$ cat src/rtl/hazard_unit_if.sv
// ID-stage hazard interface: ID publishes operand/destination info, the hazard unit answers with
// stall, flush and forwarding controls.
interface hazard_unit_if #(
  parameter int unsigned CNT_W = 32
);
  logic             id_valid;
  logic [4:0]       id_rs1_addr;
  logic [4:0]       id_rs2_addr;
  logic [4:0]       id_rd_addr;
  logic [4:0]       id_opcode;
  logic             id_reg_write;
  logic             id_mem_read;
  logic             ex_redirect;
  logic             stall_pc;
  logic             stall_if_id;
  logic             flush_if_id;
  logic             flush_id_ex;
  logic [1:0]       fwd_a_sel;
  logic [1:0]       fwd_b_sel;
  logic [CNT_W-1:0] stall_count;

  modport master (
    output id_valid, id_rs1_addr, id_rs2_addr, id_rd_addr, id_opcode, id_reg_write,
           id_mem_read, ex_redirect,
    input  stall_pc, stall_if_id, flush_if_id, flush_id_ex, fwd_a_sel, fwd_b_sel, stall_count
  );

  modport slave (
    input  id_valid, id_rs1_addr, id_rs2_addr, id_rd_addr, id_opcode, id_reg_write,
           id_mem_read, ex_redirect,
    output stall_pc, stall_if_id, flush_if_id, flush_id_ex, fwd_a_sel, fwd_b_sel, stall_count
  );
endinterface

$ cat src/rtl/hazard_unit.sv
// Pipeline hazard unit: EX/MEM/WB destination scoreboard, stall/flush decisions and forwarding.
// Define HAZARD_FORWARD_EN to enable operand forwarding (only load-use then stalls).
module hazard_unit #(
  parameter int unsigned CNT_W = 32
) (
  input  logic         clk,
  input  logic         reset,
  hazard_unit_if.slave bus
);

  localparam logic [4:0] OpLui    = 5'b01101;
  localparam logic [4:0] OpAuipc  = 5'b00101;
  localparam logic [4:0] OpJal    = 5'b11011;
  localparam logic [4:0] OpOp     = 5'b01100;
  localparam logic [4:0] OpStore  = 5'b01000;
  localparam logic [4:0] OpBranch = 5'b11000;

  // Scoreboard slots
  logic       r_ex_valid;
  logic [4:0] r_ex_rd;
  logic       r_mem_valid;
  logic [4:0] r_mem_rd;
  logic       r_wb_valid;
  logic [4:0] r_wb_rd;

  logic       w_use_rs1;
  logic       w_use_rs2;
  logic       w_a_ex;
  logic       w_b_ex;
  logic       w_a_mem;
  logic       w_b_mem;
  logic       w_hazard;
  logic       w_stall;
  logic       w_issue;
  logic       w_new_valid;

  logic [CNT_W-1:0] r_stall_count;

  always_comb begin
    w_use_rs1 = !((bus.id_opcode == OpLui) || (bus.id_opcode == OpAuipc) ||
                  (bus.id_opcode == OpJal));
    w_use_rs2 = (bus.id_opcode == OpOp) || (bus.id_opcode == OpStore) ||
                (bus.id_opcode == OpBranch);
    w_a_ex    = w_use_rs1 && r_ex_valid  && (r_ex_rd  == bus.id_rs1_addr);
    w_b_ex    = w_use_rs2 && r_ex_valid  && (r_ex_rd  == bus.id_rs2_addr);
    w_a_mem   = w_use_rs1 && r_mem_valid && (r_mem_rd == bus.id_rs1_addr);
    w_b_mem   = w_use_rs2 && r_mem_valid && (r_mem_rd == bus.id_rs2_addr);
  end

`ifdef HAZARD_FORWARD_EN
  logic       r_ex_load;
  logic [1:0] r_fwd_a_sel;
  logic [1:0] r_fwd_b_sel;

  assign w_hazard = (w_a_ex || w_b_ex) && r_ex_load;

  always_ff @(posedge clk or posedge reset) begin
    if (reset) begin
      r_ex_load   <= 1'b0;
      r_fwd_a_sel <= 2'b00;
      r_fwd_b_sel <= 2'b00;
    end else begin
      r_ex_load <= w_issue && bus.id_mem_read;
      if (w_issue) begin
        // Youngest producer (EX) wins when both slots hold the register
        r_fwd_a_sel <= w_a_ex ? 2'b01 : (w_a_mem ? 2'b10 : 2'b00);
        r_fwd_b_sel <= w_b_ex ? 2'b01 : (w_b_mem ? 2'b10 : 2'b00);
      end else begin
        r_fwd_a_sel <= 2'b00;
        r_fwd_b_sel <= 2'b00;
      end
    end
  end

  assign bus.fwd_a_sel = r_fwd_a_sel;
  assign bus.fwd_b_sel = r_fwd_b_sel;
`else
  logic w_unused_mem_read;

  assign w_hazard          = w_a_ex || w_b_ex || w_a_mem || w_b_mem;
  assign w_unused_mem_read = bus.id_mem_read;
  assign bus.fwd_a_sel     = 2'b00;
  assign bus.fwd_b_sel     = 2'b00;
`endif

  // Redirect wins: the ID instruction is wrong-path, so it is flushed rather than held
  assign w_stall     = bus.id_valid && w_hazard && !bus.ex_redirect;
  assign w_issue     = bus.id_valid && !w_stall && !bus.ex_redirect;
  assign w_new_valid = w_issue && bus.id_reg_write && (bus.id_rd_addr != 5'd0);

  assign bus.stall_pc    = w_stall;
  assign bus.stall_if_id = w_stall;
  assign bus.flush_if_id = bus.ex_redirect;
  assign bus.flush_id_ex = w_stall || bus.ex_redirect;

  always_ff @(posedge clk or posedge reset) begin
    if (reset) begin
      r_ex_valid    <= 1'b0;
      r_ex_rd       <= 5'd0;
      r_mem_valid   <= 1'b0;
      r_mem_rd      <= 5'd0;
      r_wb_valid    <= 1'b0;
      r_wb_rd       <= 5'd0;
      r_stall_count <= '0;
    end else begin
      r_wb_valid  <= r_mem_valid;
      r_wb_rd     <= r_mem_rd;
      r_mem_valid <= r_ex_valid;
      r_mem_rd    <= r_ex_rd;
      r_ex_valid  <= w_new_valid;
      r_ex_rd     <= w_issue ? bus.id_rd_addr : 5'd0;
      if (w_stall && (r_stall_count != {CNT_W{1'b1}})) begin
        r_stall_count <= r_stall_count + 1'b1;
      end
    end
  end

  // Register file writes through to same-cycle reads, so the WB entry never gates anything
  logic w_unused_wb;
  assign w_unused_wb = ^{r_wb_valid, r_wb_rd};

  assign bus.stall_count = r_stall_count;

endmodule

$ cat src/flat_wrapper.sv
// flat-port wrapper written by rule: the top's interface ports become plain ports
module hazard_unit_flat 
#(
  parameter int unsigned CNT_W = 32
)
  (clk, reset, bus_id_valid, bus_id_rs1_addr, bus_id_rs2_addr, bus_id_rd_addr, bus_id_opcode, bus_id_reg_write, bus_id_mem_read, bus_ex_redirect, bus_stall_pc, bus_stall_if_id, bus_flush_if_id, bus_flush_id_ex, bus_fwd_a_sel, bus_fwd_b_sel, bus_stall_count);
  hazard_unit_if #(.CNT_W(CNT_W)) bus_i ();
  input  logic clk;
  input  logic reset;
  input wire logic [$bits(bus_i.id_valid)-1:0] bus_id_valid;
  input wire logic [$bits(bus_i.id_rs1_addr)-1:0] bus_id_rs1_addr;
  input wire logic [$bits(bus_i.id_rs2_addr)-1:0] bus_id_rs2_addr;
  input wire logic [$bits(bus_i.id_rd_addr)-1:0] bus_id_rd_addr;
  input wire logic [$bits(bus_i.id_opcode)-1:0] bus_id_opcode;
  input wire logic [$bits(bus_i.id_reg_write)-1:0] bus_id_reg_write;
  input wire logic [$bits(bus_i.id_mem_read)-1:0] bus_id_mem_read;
  input wire logic [$bits(bus_i.ex_redirect)-1:0] bus_ex_redirect;
  output wire logic [$bits(bus_i.stall_pc)-1:0] bus_stall_pc;
  output wire logic [$bits(bus_i.stall_if_id)-1:0] bus_stall_if_id;
  output wire logic [$bits(bus_i.flush_if_id)-1:0] bus_flush_if_id;
  output wire logic [$bits(bus_i.flush_id_ex)-1:0] bus_flush_id_ex;
  output wire logic [$bits(bus_i.fwd_a_sel)-1:0] bus_fwd_a_sel;
  output wire logic [$bits(bus_i.fwd_b_sel)-1:0] bus_fwd_b_sel;
  output wire logic [$bits(bus_i.stall_count)-1:0] bus_stall_count;
  assign bus_i.id_valid = bus_id_valid;
  assign bus_i.id_rs1_addr = bus_id_rs1_addr;
  assign bus_i.id_rs2_addr = bus_id_rs2_addr;
  assign bus_i.id_rd_addr = bus_id_rd_addr;
  assign bus_i.id_opcode = bus_id_opcode;
  assign bus_i.id_reg_write = bus_id_reg_write;
  assign bus_i.id_mem_read = bus_id_mem_read;
  assign bus_i.ex_redirect = bus_ex_redirect;
  assign bus_stall_pc = bus_i.stall_pc;
  assign bus_stall_if_id = bus_i.stall_if_id;
  assign bus_flush_if_id = bus_i.flush_if_id;
  assign bus_flush_id_ex = bus_i.flush_id_ex;
  assign bus_fwd_a_sel = bus_i.fwd_a_sel;
  assign bus_fwd_b_sel = bus_i.fwd_b_sel;
  assign bus_stall_count = bus_i.stall_count;
  hazard_unit #(.CNT_W(CNT_W)) u_core (.clk(clk), .reset(reset), .bus(bus_i));
endmodule
$ cat config.mk
export PLATFORM = sky130hd
export DESIGN_NAME = hazard_unit_flat
export DESIGN_NICKNAME = d
export VERILOG_FILES = /design/src/rtl/hazard_unit_if.sv /design/src/rtl/hazard_unit.sv /design/src/flat_wrapper.sv
export SDC_FILE = /design/constraint.sdc
export NUM_CORES = 1
export LEC_CHECK = 0
export CAP_MARGIN = 0
export CORE_ASPECT_RATIO = 1.75
export CORE_MARGIN = 2
export CORE_UTILIZATION = 56
export CTS_CLUSTER_SIZE = 40
export DETAILED_ROUTE_END_ITERATION = 12
export DONT_BUFFER_PORTS = 1
export GPL_ROUTABILITY_DRIVEN = 0
export MAX_ROUTING_LAYER = met4
export PLACE_DENSITY = 0.83
export SLEW_MARGIN = 20
export SYNTH_ARGS = -nofsm -noshare
export SYNTH_HDL_FRONTEND = slang
export SYNTH_SLANG_ARGS = --single-unit
$ cat constraint.sdc
create_clock -name clk -period 1.9 [get_ports clk]
set_input_delay 0.38 -clock clk [delete_from_list [all_inputs] [get_ports clk]]
set_output_delay 0.38 -clock clk [all_outputs]
set_load 0.02 [all_outputs]
==> results of run 1 <==
metrics by stage:
stage | instance area, um^2 | hold WS [ps] | std cells
2_1_floorplan | 2370 | 374 | 218
3_3_place_gp | 2730 | 290 | 305
6_report | 3160 | 189 | 318
4_1_cts | 3020 | 186 | 316
5_1_grt | 3160 | 179 | 318
3_5_place_dp | 2730 | 300 | 305
where the power goes:
| part | total, mW | internal [mW] | leakage (nW) | switching (mW) |
|---|---|---|---|---|
| Clock | 0.719 | 0.389 | 0.0541 | 0.330 |
| Combinational | 0.130 | 0.0628 | 0.945 | 0.0675 |
| Sequential | 0.964 | 0.950 | 0.563 | 0.0143 |
| Total | 1.81 | 1.40 | 1.56 | 0.412 |
per-layer routing:
layer  wire [um]  track usage (%)
met1        1890             24.6
met2        3540             51.1
met3         471             7.69
met4         159             11.0
met5           0                -
worst reg2reg max path, delay by kind of cell (launching register included):
| kind | cells | cell delay [ps] |
|---|---|---|
| flops | 1 | 410 |
| compound gates | 2 | 430 |
| buf+inv | 2 | 390 |
| simple gates | 3 | 410 |
| xor+xnor | 2 | 420 |
logic make-up after synthesis:
logic type	Yosys count	synth area share, %
adders and majority gates	1	0.541
AOI/OAI and AO/OA	8	3.03
xor gates and xnor gates	51	19.3
buffers and inverters	15	4.06
and+or+nand+nor	94	24.7
DFF	44	47.6
muxes	1	0.487
other	1	0.162
flip-flops by register name (all words and copies together) (netlist names):
register and cells:
u_core.r_ex_rd 5, u_core.r_mem_valid 1, u_core.bus.stall_count 32, u_core.r_mem_rd 5, u_core.r_ex_valid 1
repair_timing:
item | 4_1_cts | 5_1_grt
endpoints found under the hold margin | 15 | 0
pin swaps | 5 | 7
gates resized for setup | 22 | 19
gates cloned | 1 | 0
setup endpoints to repair | 25 | 32
hold buffers | 1 | 0
setup buffers | 1 | 2
path summary, 6_finish.rpt:
kind / start / endpoint / slack, ps / cells after the start
min in group asynchronous: reset / u_core.bus.stall_count[15] / 520 / 2
hold / removal: bus_id_reg_write / u_core.r_ex_valid / 190 / 1
setup / recovery: u_core.r_mem_rd[1] / bus_stall_pc / -260 / 5
setup reg to reg: u_core.r_mem_rd[1] / u_core.bus.stall_count[9] / -250 / 9
max in group asynchronous: reset / u_core.bus.stall_count[9] / 850 / 3
hold reg to reg: u_core.r_ex_valid / u_core.r_mem_valid / 430 / 0
layout make-up:
class	instances	area (um^2)
timing repair buffer	52	422
multi-input combinational	160	1420
fill	223	746
inverter	6	22.5
clock buffer	5	68.8
sequential	44	1120
clock inverter	3	42.5
tap	48	60.1
cell usage after synthesis, types with 2 or more instances:
library cell	n
and2_1	5
and3_1	4
buf_4	6
buf_6	2
dfrtp_1	44
inv_1	6
nand2_1	18
nand2b_1	2
nand3_1	13
nand4_1	7
nor2_1	11
nor3_1	6
nor3_2	8
nor4_1	8
o22ai_1	2
or3_1	2
xnor2_1	27
xor2_1	24
==> flow_metrics.env, run 1 <==
export IMPL_worstPathCellList="xnor2_1 > nand4_1 > o22ai_1 > a22o_1 > nor2b_4"
export IMPL_drive_above_1_share_pct=44.4
export IMPL_ys_types=38
export IMPL_preCtsSetupSlack_ps=-148
export IMPL_drcViolationCount=0
export IMPL_hold_viol=0
export IMPL_cts_tree="yes"
export IMPL_grt_overflow=0
export IMPL_status="finished, violations left"
export IMPL_cp_required_ps=1520
export IMPL_numCtsBuffers=5
export IMPL_netlist_area_um2=2310
export IMPL_synth_area_leader_cell="dfrtp_1"
export IMPL_crit_family="simple AND/OR/NAND/NOR gates"
export IMPL_final_common_cell="buf_4"
export IMPL_grt_max_degree=30
export IMPL_drt_total_wl_mm=6.06
export IMPL_clock_latency_ps=310
export IMPL_synth_warnings=0
export IMPL_period_minus_slack_ps=2160
export IMPL_hp_class="input pin to flip-flop"
export IMPL_die_height_um=89.0
export IMPL_grt_pass1_wl_mm=8.89
export IMPL_clock_path_buffers=2
export IMPL_critPathArrivalTime_ps=1780
export IMPL_viasPerCell=5.76
export IMPL_setup_viol=22
export IMPL_vdd_ir_drop_max_uv=529
export IMPL_drt_iter0_drc=39
export IMPL_antenna_found_initial=0
export IMPL_rows=30
export IMPL_worst_path_max_delay_cell="dfrtp_1"
export IMPL_fmax_mhz=462
export IMPL_tightest_slew_ps=773
export IMPL_max_slew_margin_pct=48.4
export IMPL_grt_usage_pct=27.2
export IMPL_drv_slew=0
export IMPL_diodes=0
export IMPL_cp_max_fo=3
export IMPL_crit_path_end_kind="output pin"
export IMPL_skew_ps=5.89
export IMPL_place_hpwl_mm=4.27
export IMPL_die_area_um2=4680
export IMPL_finalWorstSetupSlack_ps=-263
export IMPL_worstPathBufferInverterCount=0
export IMPL_wl_per_cell_um=19.1
export IMPL_powerDensity_nw_per_um2=574
export IMPL_synth_area_leaders="dfrtp_1 (48%), xnor2_1 (10%), xor2_1 (9.1%)"
export IMPL_syn_area_per_cell_um2=10.7
export IMPL_cpPeakStageDelay_ps=410
export IMPL_p_leak_nw=1.56
export IMPL_area_growth_pct=36.7
export IMPL_async_flop_share_pct=100
export IMPL_clock_sinks=44
export IMPL_htreeDepth=2
export IMPL_fin_crit_sh_pct=114
export IMPL_drt_first_pass_iters=4
export IMPL_violations="setup timing"
export IMPL_final_cell_mix="buf_4 (48), dfrtp_1 (25), xor2_1 (24), xnor2_1 (22), dfrtp_2 (19)"
export IMPL_syn_instance_count=215
export IMPL_critPathLaunchType="flip-flop"
export IMPL_synth_flop_cell="dfrtp_1"
export IMPL_synth_edff_count=0
export IMPL_vias=1833
export IMPL_setup_tns_ps=-2770
export IMPL_synth_seq_cells=44
export IMPL_fin_util_pct=80.9
export IMPL_cap_violations=0
export IMPL_initial_core_util_pct=59.2
export IMPL_ys_seq_area_share_pct=47.6
export IMPL_root_buffer="clkbuf_8"
export IMPL_ios=66
export IMPL_ant_nets=0
export IMPL_final_net_count=296
export IMPL_clk_pin_slew_ps=90
export IMPL_coreArea_um2=3900
export IMPL_fp_dieW_um=52.6
export IMPL_power_mw=1.81
export IMPL_grt_setup_unrepaired="yes"
export IMPL_path_class="flip-flop to output pin"
export IMPL_io_buffers=0
export IMPL_synth_top_area_share_pct=47.6
export IMPL_grt_pass1_vias=2009
Note: power is estimated with default switching activity, not from simulation.
==> run 2, diff against run 1 <==
- ABC_CLOCK_PERIOD_IN_PS: unset -> 1900
- MAX_ROUTING_LAYER: met4 -> unset
==> run 2 against run 1 <==
Net effect:
- the run still ends with setup timing left
- sequential cell count unchanged
- non-clock buffer count stayed put
- power up 0.44%
- die area unchanged
- critical endpoint unchanged
- largest power group unchanged
==> flow_metrics.env, run 2 (synthesis gave the netlist of run 1 again) <==
export IMPL_viasPerCell=5.78
export IMPL_clock_latency_ps=310
export IMPL_wl_per_cell_um=19.2
export IMPL_path_class="flip-flop to output pin"
export IMPL_fp_dieW_um=52.6
export IMPL_ios=66
export IMPL_gr_usage_met1_pct=24.1
export IMPL_fin_cells=318
export IMPL_clock_sinks=44
export IMPL_p_leak_nw=1.56
export IMPL_max_slew_margin_pct=48.3
export IMPL_tightest_slew_ps=775
export IMPL_grt_usage_pct=26.4
export IMPL_drt_first_pass_iters=4
export IMPL_finalWorstSetupSlack_ps=-264
export IMPL_final_common_cell="buf_4"
export IMPL_antenna_found_initial=0
export IMPL_grt_pass1_wl_mm=8.87
export IMPL_vdd_ir_drop_max_uv=531
export IMPL_area_growth_pct=36.3
export IMPL_skew_ps=4.34
export IMPL_status="finished, violations left"
export IMPL_drv_slew=0
export IMPL_place_inst=305
export IMPL_preCtsSetupSlack_ps=-148
export IMPL_final_cell_mix="buf_4 (48), dfrtp_1 (26), xor2_1 (24), xnor2_1 (23), dfrtp_2 (18)"
export IMPL_setup_tns_ps=-2720
export IMPL_numCtsBuffers=5
export IMPL_worstPathCellList="xnor2_1 > nand4_1 > o22ai_1 > a22o_1 > nor2b_4"
export IMPL_htreeDepth=2
export IMPL_grt_overflow=0
export IMPL_violations="setup timing"
export IMPL_crit_path_end_kind="output pin"
export IMPL_power_mw=1.82
export IMPL_critPathArrivalTime_ps=1780
export IMPL_ant_nets=0
export IMPL_rows=30
export IMPL_busiest_layer="met2"
export IMPL_initial_core_util_pct=59.2
export IMPL_period_minus_slack_ps=2160
export IMPL_grt_max_degree=30
export IMPL_root_buffer="clkbuf_8"
export IMPL_final_net_count=296
export IMPL_diodes=0
export IMPL_largest_reg_flops=32
export IMPL_grt_use_met3_pct=8.03
export IMPL_fmax_mhz=462
export IMPL_drive_above_1_share_pct=43.7
export IMPL_cap_violations=0
export IMPL_cp_max_fo=3
export IMPL_grt_setup_unrepaired="yes"
export IMPL_cts_tree="yes"
export IMPL_clk_pin_slew_ps=80
export IMPL_drt_total_wl_mm=6.12
export IMPL_place_hpwl_mm=4.27
export IMPL_setup_viol=23
export IMPL_io_buffers=0
export IMPL_hold_viol=0
export IMPL_drt_iter0_drc=32
export IMPL_fill_cells=227
export IMPL_clock_path_buffers=2
export IMPL_worst_path_max_delay_cell="dfrtp_1"
export IMPL_grt_pass1_vias=2014
export IMPL_drcViolationCount=0
export IMPL_powerDensity_nw_per_um2=578
export IMPL_coreArea_um2=3900
export IMPL_critPathLaunchType="flip-flop"
export IMPL_die_height_um=89.0
export IMPL_cp_required_ps=1520
export IMPL_cpPeakStageDelay_ps=410
export IMPL_fin_crit_sh_pct=114
export IMPL_vias=1837
export IMPL_hp_class="input pin to flip-flop"
export IMPL_grtUsageMet2_pct=51.4
export IMPL_die_area_um2=4680
-- run 2: path summary, 6_finish.rpt --
check / start / endpoint / slack [ps] / cells after the start
setup / recovery: u_core.r_mem_rd[1] / bus_stall_pc / -260 / 5
hold / removal: bus_id_reg_write / u_core.r_ex_valid / 180 / 1
setup reg to reg: u_core.r_mem_rd[1] / u_core.bus.stall_count[9] / -240 / 9
hold reg to reg: u_core.r_ex_valid / u_core.r_mem_valid / 430 / 0
max in group asynchronous: reset / u_core.bus.stall_count[22] / 860 / 3
min in group asynchronous: reset / u_core.bus.stall_count[13] / 520 / 2
-- run 2: per-stage QoR --
step | util (%) | hold WS, ps | instance area [um^2]
2_1_floorplan | - | 374 | 2370
3_3_place_gp | 70.0 | 290 | 2730
3_5_place_dp | 70.0 | 300 | 2730
4_1_cts | 77.4 | 186 | 3020
5_1_grt | 80.7 | 179 | 3150
6_report | 80.7 | 183 | 3150
-- run 2: repair_timing --
action | CTS | global route
endpoints found under the setup margin | 25 | 32
endpoints found under the hold margin | 15 | 0
buffers inserted | 1 | 2
pin swaps | 5 | 8
resized for setup | 22 | 17
hold buffers | 1 | 0
cloned | 1 | 0
-- run 2: routing by layer --
| metal | up-vias | part of all wire, % | wire length (um) |
|---|---|---|---|
| met2 | 66 | 58 | 3540 |
| met3 | 17 | 7.2 | 443 |
| met4 | 0 | 2.9 | 175 |
| met1 | 921 | 32 | 1970 |
| li1 | 833 | - | - |
| met5 | - | 0 | 0 |
-- run 2: power breakdown --
group	leakage [nW]	internal [mW]	switching, mW	total [mW]
Sequential	0.564	0.949	0.0142	0.964
Combinational	0.941	0.0616	0.0677	0.129
Clock	0.0541	0.389	0.339	0.728
-- run 2: cell type report --
type | count | area [um^2] | area share [%]
Tap cell | 48 | 60.1 | 1.91
Timing Repair Buffer | 52 | 422 | 13.4
Multi-Input combinational cell | 160 | 1410 | 44.8
Clock inverter | 3 | 42.5 | 1.35
Sequential cell | 44 | 1120 | 35.7
Inverter | 6 | 22.5 | 0.715
Clock buffer | 5 | 68.8 | 2.19
-- run 2: worst max-delay path, delay by kind of cell, from the launching register on --
| kind | cells | cell delay [ps] |
|---|---|---|
| and+or+nand+nor | 2 | 440 |
| DFF | 1 | 410 |
| AOI/OAI and AO/OA | 2 | 430 |
| xor gates and xnor gates | 1 | 200 |
==> run 3, diff against run 2 <==
- CORE_MARGIN: 2 -> unset
==> run 3 against run 2 <==
Net effect:
- the run still ends with setup timing left
- global-route usage up 2.1 points
- fmax up 0.78%
- sequential power about the same
- sequential cell count unchanged
- clock-buffer cell count up 3
- clock skew up 1.3 ps
- setup slack better by 17 ps
- largest power group unchanged
==> flow_metrics.env, run 3 (synthesis gave the netlist of run 1 again) <==
export IMPL_finalWorstSetupSlack_ps=-248
export IMPL_drcViolationCount=0
export IMPL_clk_pin_slew_ps=80
export IMPL_period_minus_slack_ps=2150
export IMPL_root_buffer="clkbuf_8"
export IMPL_grt_pass1_vias=2028
export IMPL_crit_family="compound AO/OA/AOI/OAI gates"
export IMPL_cpPeakStageDelay_ps=430
export IMPL_cap_violations=0
export IMPL_cp_max_fo=6
export IMPL_clock_latency_ps=300
export IMPL_fp_dieW_um=50.6
export IMPL_drt_iter0_drc=34
export IMPL_critPathLaunchType="flip-flop"
export IMPL_critPathArrivalTime_ps=1770
export IMPL_die_area_um2=4400
export IMPL_fill_cells=190
export IMPL_grt_setup_unrepaired="yes"
export IMPL_setup_viol=28
export IMPL_ios=66
export IMPL_hold_viol=0
export IMPL_worstPathBufferInverterCount=1
export IMPL_vdd_ir_drop_max_uv=516
export IMPL_ant_nets=0
export IMPL_die_height_um=87.0
export IMPL_crit_path_end_kind="output pin"
export IMPL_worstPathCellList="xnor2_2 > nand4_1 > o22ai_1 > a22o_1 > buf_4 > a21o_4"
export IMPL_wl_per_cell_um=20.3
export IMPL_grt_usage_pct=28.5
export IMPL_min_from="bus_id_rd_addr[3]"
export IMPL_cts_tree="yes"
export IMPL_drive_above_1_share_pct=46.3
export IMPL_rr_startpoint="u_core.bus.stall_count[14]"
export IMPL_max_slew_margin_pct=52.7
export IMPL_worst_r2r_endpoint="u_core.bus.stall_count[30]"
export IMPL_r2r_slack_ps=-180
export IMPL_largest_reg_flops=32
export IMPL_fmax_mhz=466
export IMPL_antenna_found_initial=0
export IMPL_r2r_cells=7
export IMPL_grt_max_degree=28
export IMPL_diodes=0
export IMPL_vias=1961
export IMPL_initial_core_util_pct=59.2
export IMPL_final_cell_mix="buf_4 (54), dfrtp_1 (28), xnor2_1 (24), xor2_1 (24), nand2_1 (17)"
export IMPL_rows=30
export IMPL_fin_cells=329
export IMPL_violations="setup timing"
export IMPL_fin_crit_sh_pct=113
export IMPL_seq_area_um2=1120
export IMPL_powerDensity_nw_per_um2=518
export IMPL_fin_util_pct=84.9
export IMPL_drt_total_wl_mm=6.68
export IMPL_setup_tns_ps=-3280
export IMPL_grt_pass1_wl_mm=9.11
export IMPL_worst_path_max_delay_cell="dfrtp_1"
export IMPL_min_to="u_core.r_ex_rd[3]"
export IMPL_io_buffers=0
export IMPL_p_leak_nw=1.69
export IMPL_drv_slew=0
export IMPL_clock_sinks=44
export IMPL_hold_slack_ps=203
export IMPL_multiInputGateArea_um2=1480
export IMPL_place_inst=306
export IMPL_clock_path_buffers=2
export IMPL_coreArea_um2=3900
export IMPL_status="finished, violations left"
export IMPL_hold_depth=1
export IMPL_hp_class="input pin to flip-flop"
export IMPL_drt_first_pass_iters=4
export IMPL_cp_required_ps=1520
export IMPL_tightest_slew_ps=705
export IMPL_final_common_cell="buf_4"
export IMPL_cp_depth=6
export IMPL_viasPerCell=5.96
export IMPL_path_class="flip-flop to output pin"
export IMPL_area_growth_pct=43.5
export IMPL_htreeDepth=2
export IMPL_place_hpwl_mm=4.05
export IMPL_final_net_count=307
export IMPL_skew_ps=5.63
export IMPL_numCtsBuffers=5
export IMPL_grt_overflow=0
## run 3: cell types whose count changed in the layout (fill, tap and decap cells not counted), moves of 3 or more
| cell | before | now |
|---|---|---|
| nor2_4 | 0 | 4 |
| buf_4 | 48 | 54 |
| nor3_2 | 9 | 4 |
| nor2_1 | 10 | 5 |
| buf_12 | 2 | 5 |
| nor3_4 | 6 | 11 |
## run 3: per-stage QoR
stage          cell area [um^2]  power (mW)  setup WS, ps
2_1_floorplan              2370        1.07         -56.9
3_3_place_gp               2740        1.09         -9.14
3_5_place_dp               2740        1.09         -53.8
4_1_cts                    2990        1.71          -225
5_1_grt                    3320        1.77          -307
6_report                   3320        1.72          -248
## run 3: timing repair
item	4_1_cts	5_1_grt
buffers inserted	3	9
hold endpoints to repair	17	0
setup endpoints to repair	18	31
cloned	1	1
hold buffers	1	0
pin swaps	2	38
gates resized for setup	17	42
## run 3: power by group
| part | leakage (nW) | internal (mW) | switching (mW) | total (mW) |
|---|---|---|---|---|
| registers | 0.567 | 0.949 | 0.0141 | 0.963 |
| clock network | 0.0455 | 0.297 | 0.317 | 0.614 |
| logic | 1.08 | 0.0667 | 0.0727 | 0.139 |
## run 3: layout make-up
type                    instances  share of cell area (%)
inverters                       6                   0.679
repair buffers                 62                    16.2
clock buffers                   8                    2.72
multi-input cells             161                    44.8
flip-flops and latches         44                    33.8
well taps                      48                    1.81
## run 3: layer usage
layer	vias to the layer above	part of all wire [%]	global-route usage, %
li1	860	-	-
met3	30	6.6	7.50
met2	92	55	52.1
met4	0	5.6	16.9
met1	979	33	27.7
met5	-	0	0
## run 3: worst reg2reg max path: stages, from the launching register on
cell     delay (ps)
dfrtp_1         370
and4_4          260
nand3_4          80
buf_4           210
nor4_2          400
nand2_1         290
nor3_4          240
xor2_1          160
## run 3: worst max-delay path by stage
stage / endpoint / start / slack, ps
4_1_cts: bus_flush_id_ex / u_core.r_mem_rd[3] / -220
6_report: bus_flush_id_ex / u_core.r_ex_rd[1] / -250
2_1_floorplan: u_core.bus.stall_count[1] / u_core.bus.stall_count[23] / -60
3_3_place_gp: u_core.bus.stall_count[6] / u_core.r_ex_rd[3] / -9
5_1_grt: bus_flush_id_ex / u_core.r_ex_rd[3] / -310
3_5_place_dp: u_core.bus.stall_count[21] / u_core.r_ex_rd[1] / -50
